**src/rtl/sync_down_counter.sv**
```systemverilog
// Synchronous modulo-MODULUS down counter built from per-bit toggle stages.
// It supports parallel load with clamping, borrow-out for cascading, and a one-shot stop mode.
module sync_down_counter_stage #(
  parameter logic RST = 1'b0
) (
  input  logic Clock,
  input  logic Resetn,
  input  logic ld,
  input  logic d,
  input  logic t,
  output logic q
);
  always_ff @(negedge Clock) begin
    if (!Resetn)  q <= RST;
    else if (ld)  q <= d;
    else if (t)   q <= ~q;
  end
endmodule

module sync_down_counter #(
  parameter int WIDTH   = 4,
  parameter int MODULUS = 16
) (
  input  logic             Clock,
  input  logic             Resetn,
  input  logic             En,
  input  logic             Load,
  input  logic [WIDTH-1:0] D,
  input  logic             OneShot,
  output logic [WIDTH-1:0] Q,
  output logic             Tc,
  output logic             Done
);
  localparam logic [WIDTH-1:0] TOP  = WIDTH'(MODULUS - 1);
  localparam logic             RUN  = 1'b0;
  localparam logic             HOLD = 1'b1;

  logic             state;
  logic             zero, dec, wrap, stop, ld_any;
  logic [WIDTH-1:0] ld_val, tgl;

  assign zero   = (Q == '0);
  assign dec    = En & (state == RUN) & ~Load;
  assign wrap   = dec & zero & ~OneShot;
  assign stop   = dec & zero & OneShot;
  // A wrap is a synchronous load of TOP, so Q never reaches an out-of-range code.
  assign ld_any = Load | wrap;
  assign ld_val = Load ? ((D > TOP) ? TOP : D) : TOP;
  assign Tc     = En & zero & (state == RUN);

  for (genvar i = 0; i < WIDTH; i++) begin : g_bit
    if (i == 0) begin : g_lsb
      assign tgl[i] = dec & ~zero;
    end else begin : g_upper
      assign tgl[i] = dec & ~zero & ~|Q[i-1:0];
    end
    sync_down_counter_stage #(.RST(TOP[i])) u_stage (
      .Clock  (Clock),
      .Resetn (Resetn),
      .ld     (ld_any),
      .d      (ld_val[i]),
      .t      (tgl[i]),
      .q      (Q[i])
    );
  end

  always_ff @(negedge Clock) begin
    if (!Resetn) begin
      state <= RUN;
      Done  <= 1'b0;
    end else if (Load) begin
      state <= RUN;
      Done  <= 1'b0;
    end else if (stop) begin
      state <= HOLD;
      Done  <= 1'b1;
    end
  end
endmodule

```
**config.mk**
```make
export PLATFORM = sky130hd
export DESIGN_NAME = sync_down_counter
export DESIGN_NICKNAME = d
export VERILOG_FILES = /design/src/rtl/sync_down_counter.sv
export SDC_FILE = /design/constraint.sdc
export NUM_CORES = 1
export LEC_CHECK = 0
export CAP_MARGIN = 20
export CELL_PAD_IN_SITES_DETAIL_PLACEMENT = 1
export CELL_PAD_IN_SITES_GLOBAL_PLACEMENT = 1
export CORE_AREA = 5 5 43 45
export CTS_CLUSTER_SIZE = 16
export DETAILED_ROUTE_END_ITERATION = 8
export DIE_AREA = 0 0 48 50
export PLACE_DENSITY = 0.74
export SYNTH_ARGS = -nofsm -noshare
export SYNTH_HDL_FRONTEND = slang
export SYNTH_HIERARCHICAL = 1
export SYNTH_SLANG_ARGS = --single-unit
```
**constraint.sdc**
```tcl
create_clock -name Clock -period 1.93 [get_ports Clock]
set_input_delay 0.386 -clock Clock [delete_from_list [all_inputs] [get_ports Clock]]
set_output_delay 0.386 -clock Clock [all_outputs]
set_load 0.02 [all_outputs]
```
After elaboration in Yosys (flattened, before gate mapping)
Cells that the tools add are included.

Latch bits: 0. Register bits after elaboration: 5. Input bits: 9. Memories: 0. Bits in read-only memories: 0. Bits in writable memories: 0.

Muxes and demuxes: 10. $lt $le $gt $ge: 1. Div/mod/pow operators: 0. Bitwise operators: 21. Reductions and logical operators: 11. Multipliers: 0. Shifts and indexed selects: 0. Add/sub/neg operators: 0. Equality and inequality tests: 0.

Operator list (count): bitwise AND 1 bit (11); inverter 1 bit (9); 2-to-1 mux 1 bit (8); 2-to-1 mux 4 bit (2); nonzero test 2 bit (4); greater-than comparator 4 bit, second input constant (1); zero test 4 bit (1); OR reduction 2 bit (2); zero test 1 bit (3); OR reduction 3 bit (1); OR 1 bit (1).

Logic depth before layout (Yosys ltp)
Gate-level depths: netlist (run 1).

Word-level depth: 7. Mapped depth: 4.

Cells and area by module
Netlist (run 1), hierarchy kept.

By module, submodules not included: sync_down_counter_stage (sequential area each 20.0 sq um, cells an instance 6, times used 4, area an instance 51.3 sq um); sync_down_counter (sequential area each 20.0 sq um, cells an instance 21, times used 1, area an instance 152.6 sq um).

==> key figures, run 1 <==
Timing
  • Hold Fails Final Rpt: 0
  • Setup TNS: -3.434 ns
  • Max Slew Vio Count: 0
  • Worst-Margin Slew: 0.2629 ns
  • Worst hold slack: 0.6841 ns
  • Slew HR: 82.31%
  • Fin worst setup slack: -0.8598 ns
  • Unrepaired setup endpoints after global routing: true
  • Clk_skew: 0.005726 ns
  • Setup violators final: 10

Logic synthesis
  • Synthesized cell area: 357.8 um2
  • Distinct cell type count after synthesis: 14
  • Syn Inst Count: 45
  • Syn nets: 54
  • Synth Register Bits: 5
  • Synthesized area per cell: 7.952 um2
  • Yosys warning count: 6
  • Sequential share of the synthesized area: 27.97%

Finish
  • Commonest cells after routing, fill and taps aside: buf_6 (17), buf_4 (13), inv_1 (10), nand2b_1 (5)
  • Share of layout cells above drive strength 1: 56.47%
  • Multi-input logic area: 295.3 um2
  • Most common cell after layout, fill and taps aside: buf_6
  • Storage element area: 108.9 um2
  • Final Net Count: 95
  • Filler Cell Count: 159
  • Ant diodes: 0
  • Area growth syn-to-layout: 140.6%

Power and ir drop
  • Leakage: 0.4029 nW
  • Cell Pwr Density: 629.6 nW/um2
  • Maximum vdd drop: 0.3349 mV

Drt
  • Vias: 503
  • Post-DRT Antenna Nets: 0
  • Post-DR wirelength/cell: 18.56 um
  • Via-per-instance ratio: 4.980
  • First-pass DRT Iterations: 3
  • Met3 Routed Length: 66 um
  • Iter 0 DRT Violations: 2
  • Metal-1 WL: 641 um
  • Drt total wl: 1.875 mm
  • # DRC: 0
  • Met2 Wirelength: 1.133 mm
  • DR top layer: met4

CTS
  • Cts bufs inserted: 3
  • Clock buffer depth: 2
  • Clock Sink Count: 5
  • CTS tree: yes
  • Clock H-tree levels: 1
  • Clk root buf: clkbuf_4
  • Worst-path clk slew: 0.04 ns
  • Clk_lat worst skew: 0.32 ns

Run status
  • Status: complete, but fails checks
  • Failing checks: negative setup slack

Setup path
  • Crit Path Class: flip-flop to output port
  • Slowest cell on the critical path: or4_4
  • Critical path, cell by cell: or4_4, nor2_4, buf_6
  • Crit path from: g_bit[3].u_stage/q
  • Startpoint types: flip-flop
  • Worst-path fanout max: 2
  • WP data required: 1.54 ns
  • Crit-path max cell delay: 0.55 ns
  • R2r startpoint: g_bit[3].u_stage/q
  • Worst Setup End Kind: output port
  • Worst path arrival time: 2.40 ns

Place
  • Buffers on Ports: 14
  • DP HPWL: 1.035 mm
  • Placer Congestion: 0.7660

Floorplan
  • DIE AREA: 2400 um2
  • Die Ht: 50 um
  • Initial core utilization: 24.91%
  • Die X: 48 um
  • Row cnt: 14
  • Core area: 1436 um2
  • I/O pin total: 15

Global routing
  • Vias in the first global route: 577
  • Total grt overflow: 0
  • Gr usage total: 17.08%
  • First-pass GRT wire length: 2.746 mm
  • Initial antenna violation count: 0
  • Largest net degree at the start of global routing: 9

Job
  • Max Cap Viol: 0

Hold path
  • Worst Hold Class: flip-flop to flip-flop
  • Worst Hold Launch: state
## cells in the mapped netlist, drive strengths merged
master	instances	share of area [%]
a31oi	4	7.0
a32o	1	2.8
and3b	4	9.8
and4b	1	2.8
dfxtp	5	28
inv	10	10
nand2b	6	10
nor2	3	3.1
nor3	1	1.4
nor4	3	5.2
o31ai	1	3.5
or3b	1	2.4
or4	1	3.1
xnor2	4	9.8
## area by class of cell
class | count | area share, %
tap | 16 | 2.326
clock inverter | 6 | 5.669
inverter | 5 | 2.180
clock buffer | 3 | 2.616
multi-input combinational | 30 | 34.30
sequential | 5 | 12.65
timing repair buffer | 36 | 40.26
## per-layer routing
| metal | vias up | global-route usage, % |
|---|---|---|
| met4 | 0 | 7.175 |
| met3 | 4 | 6.545 |
| met5 | - | 0 |
| met1 | 250 | 15.70 |
| li1 | 236 | - |
| met2 | 13 | 31.06 |
## power by group
part	internal, mW	switching, mW	total, mW
sequential	0.108	0.00402	0.112
combinational	0.0665	0.0522	0.119
clock	0.223	0.0875	0.311
## worst max-delay path: cells and delay by family (launching register included)
| kind | cells | cell delay, ns |
|---|---|---|
| buffers and inverters | 1 | 0.12 |
| DFF | 1 | 0.35 |
| and+or+nand+nor | 2 | 0.65 |
## path summary, 6_finish.rpt
path	to	slack, ns	cells past startpoint
hold / removal	state	0.68	2
hold reg to reg	state	0.68	2
setup reg to reg	g_bit[1].u_stage/q	0.18	6
setup / recovery	Tc	-0.86	3
## per-stage QoR
| stage | setup slack [ns] | area (um2) | cells | util [%] | total power, mW |
|---|---|---|---|---|---|
| finish | -0.8598 | 860.8 | 101 | 59.93 | 0.5420 |
| global route | -0.8871 | 860.8 | 101 | 59.93 | 0.5747 |
| CTS | -0.8312 | 843.3 | 100 | 58.71 | 0.5396 |
| global placement | -0.9969 | 639.4 | 88 | 44.51 | 0.2258 |
| floorplan | -0.4961 | 381.6 | 45 | - | 0.1765 |
| detailed placement | -1.082 | 639.4 | 88 | 44.51 | 0.2282 |
## registers in the layout, summed over array words and instances (netlist names)
signal / flops
state: 1
g_bit.u_stage/q: 4
## cell families after synthesis
kind of cell	share of synthesized area, %
simple gates	38.46
buf+inv	10.49
compound gates	13.29
flops	27.97
xor+xnor	9.789
## repair_timing
item	in CTS	in global routing
setup endpoints to repair	11	10
setup buffers	8	5
pin swaps	11	4
hold endpoints to repair	0	0
resized for setup	65	5
hold buffers	0	0
No activity file was read; power rests on OpenSTA's default activity.
==> run 2, diff against run 1 <==
--- a/config.mk
+++ b/config.mk
@@ -5,7 +5,7 @@
 export SDC_FILE = /design/constraint.sdc
 export NUM_CORES = 1
 export LEC_CHECK = 0
-export CAP_MARGIN = 20
+export CAP_MARGIN = 10
 export CELL_PAD_IN_SITES_DETAIL_PLACEMENT = 1
 export CELL_PAD_IN_SITES_GLOBAL_PLACEMENT = 1
 export CORE_AREA = 5 5 43 45
==> results of run 2 <==
No change in the layout: final DEF, timing and power equal those of run 1.
==> run 3, diff against run 2 <==
==> constraint.sdc (replaced) <==
create_clock -name Clock -period 3 [get_ports Clock]
set_input_delay 0.6 -clock Clock [delete_from_list [all_inputs] [get_ports Clock]]
set_output_delay 0.6 -clock Clock [all_outputs]
set_load 0.02 [all_outputs]
==> run 3 against run 2 <==
  * The run still ends with negative setup slack left
  * First-iteration DRC count increased to 3.5 times the previous value
  * Clock-buffer cell count stayed put
  * Clock power is 65% lower
  * Final cell count is 5.9% lower
  * Utilization shrank 8.8 points
  * Setup slack better by 0.36 ns
  * Worst hold slack worse by 0.088 ns
  * Critical path type unchanged
  * Largest power group unchanged
==> key figures, run 3 (synthesized netlist as in run 1, its figures left out) <==
Hold path
  • Worst Hold Class: flip-flop to flip-flop
  • Hold Path Sink: state
  • Worst Hold Launch: state
  • Hold-critical path depth: 2

Setup path
  • R2r startpoint: g_bit[1].u_stage/q
  • Startpoint types: flip-flop
  • FF-to-FF path depth: 7
  • Critical path, cell by cell: or4_4, nor2_4, buf_6
  • Slowest cell on the critical path: or4_4
  • WP data required: 2.40 ns
  • Worst Path Buf+Inv: 1
  • Worst path arrival time: 2.90 ns
  • Worst Setup End Kind: output port
  • CP top delay family: simple AND/OR/NAND/NOR gates
  • End of the worst register-to-register path: g_bit[0].u_stage/q
  • Crit Path Class: flip-flop to output port
  • Crit-path max cell delay: 0.53 ns
  • Worst-path fanout max: 2
  • Reg2Reg Setup Slack: 1.02 ns

Floorplan
  • I/O pin total: 15
  • Die Ht: 50 um
  • DIE AREA: 2400 um2
  • Row cnt: 14
  • Initial core utilization: 24.91%
  • Core area: 1436 um2
  • Die X: 48 um

Power and ir drop
  • Switching Share: 33.28%
  • Cell Pwr Density: 330.5 nW/um2
  • Seq pwr share: 29.6%
  • Combinational power share: 26.1%
  • Maximum vdd drop: 0.1559 mV
  • Internal: 0.1620 mW
  • Leakage: 0.3526 nW
  • Switching Power: 0.08078 mW
  • Clock share of power: 44.4%

Timing
  • Unrepaired setup endpoints after global routing: true
  • Hold Fails Final Rpt: 0
  • Setup violators final: 3
  • Worst-Margin Slew: 0.8493 ns
  • Fin worst setup slack: -0.4986 ns
  • Max Slew Vio Count: 0
  • Clk_skew: 0.01881 ns
  • Setup TNS: -0.5870 ns
  • Slew HR: 42.86%

Place
  • Placer Congestion: 0.7879
  • DP HPWL: 998.9 um
  • Pre-CTS setup slack: -0.6760 ns
  • Buffers on Ports: 14
  • DP Area: 626.9 um2

Finish
  • Largest register FFs: 4
  • Filler Cell Count: 184
  • Final core utilization: 51.13%
  • Most common cell after layout, fill and taps aside: buf_6
  • Commonest cells after routing, fill and taps aside: buf_6 (12), inv_1 (11), buf_4 (11), nand2b_1 (6), clkdlybuf4s50_1 (5)
  • Ant diodes: 0
  • Share of layout cells above drive strength 1: 48.10%
  • Final Instance Area: 734.5 um2
  • Regs by FF count: g_bit.u_stage/q: 4 flops, state: 1 flops
  • Biggest register: g_bit.u_stage/q
  • Area growth syn-to-layout: 105.2%
  • Final Net Count: 89

Drt
  • Post-DR wirelength/cell: 15.02 um
  • Via-per-instance ratio: 4.779
  • Iter 0 DRT Violations: 7
  • Post-DRT Antenna Nets: 0
  • Drt total wl: 1.427 mm
  • Vias: 454
  • # DRC: 0
  • First-pass DRT Iterations: 4

CTS
  • Clock Sink Count: 5
  • Clk root buf: clkbuf_4
  • CTS tree: yes
  • Clk_lat worst skew: 0.32 ns
  • Clock buffer depth: 2
  • Worst-path clk slew: 0.04 ns
  • Clock H-tree levels: 1
  • Cts bufs inserted: 3

Global routing
  • Initial antenna violation count: 0
  • Vias in the first global route: 498
  • Gr usage total: 12.61%
  • Largest net degree at the start of global routing: 9
  • Total grt overflow: 0
  • First-pass GRT wire length: 2.132 mm

Job
  • Max Cap Viol: 0

Run status
  • Status: complete, but fails checks
  • Failing checks: negative setup slack
[run 3: layout make-up]
cell class / count / area [um2] / area share (%)
clock buffers: 3 / 22.52 / 3.066
clock inverters: 6 / 22.52 / 3.066
inverters: 5 / 18.77 / 2.555
multi-input cells: 30 / 256.5 / 34.92
flip-flops and latches: 5 / 108.9 / 14.82
well taps: 16 / 20.02 / 2.726
repair buffers: 30 / 285.3 / 38.84
[run 3: per-stage QoR]
stage | total power [mW] | hold slack (ns) | instances
6_report | 0.2427 | 0.5963 | 95
5_1_grt | 0.2686 | 0.6493 | 95
4_1_cts | 0.2421 | 0.6273 | 91
3_5_place_dp | 0.1456 | 0.6097 | 87
3_3_place_gp | 0.1439 | 0.5897 | 87
2_1_floorplan | 0.1127 | 0.6110 | 45
[run 3: how the worst max path moves through the flow]
stage,start,to,slack [ns],cells past startpoint
CTS,g_bit[3].u_stage/q,Tc,-0.52,3
global placement,g_bit[3].u_stage/q,Tc,-0.66,3
global route,g_bit[0].u_stage/q,Tc,-0.54,3
finish,g_bit[3].u_stage/q,Tc,-0.50,3
detailed placement,g_bit[3].u_stage/q,Tc,-0.68,3
floorplan,g_bit[3].u_stage/q,Tc,-0.18,2
[run 3: per-layer routing]
metal  wire length [um]  vias up  track usage, %
met4                  0        0           8.072
met5                  0        -               0
met1                598      221           13.36
met2                771       10           19.60
met3                 57        0           5.091
li1                   -      223               -
[run 3: what timing repair did]
item | 4_1_cts | 5_1_grt
pin swaps | 6 | 5
endpoints found under the hold margin | 0 | 0
gates resized for setup | 50 | 6
setup endpoints to repair | 10 | 9
buffers inserted | 0 | 4
hold buffers | 0 | 0
[run 3: tightest hold or removal path, cell delays in order (launching register included)]
cell	delay, ns
dfxtp_2	0.32
buf_6	0.10
a32o_1	0.14
[run 3: power groups by stage]
stage	clock, mW	combinational, mW	sequential, mW
floorplan	0.0208	0.0140	0.0779
global placement	0.0208	0.0511	0.0719
detailed placement	0.0208	0.0526	0.0721
CTS	0.114	0.0564	0.0718
global route	0.128	0.0684	0.0718
finish	0.108	0.0633	0.0717
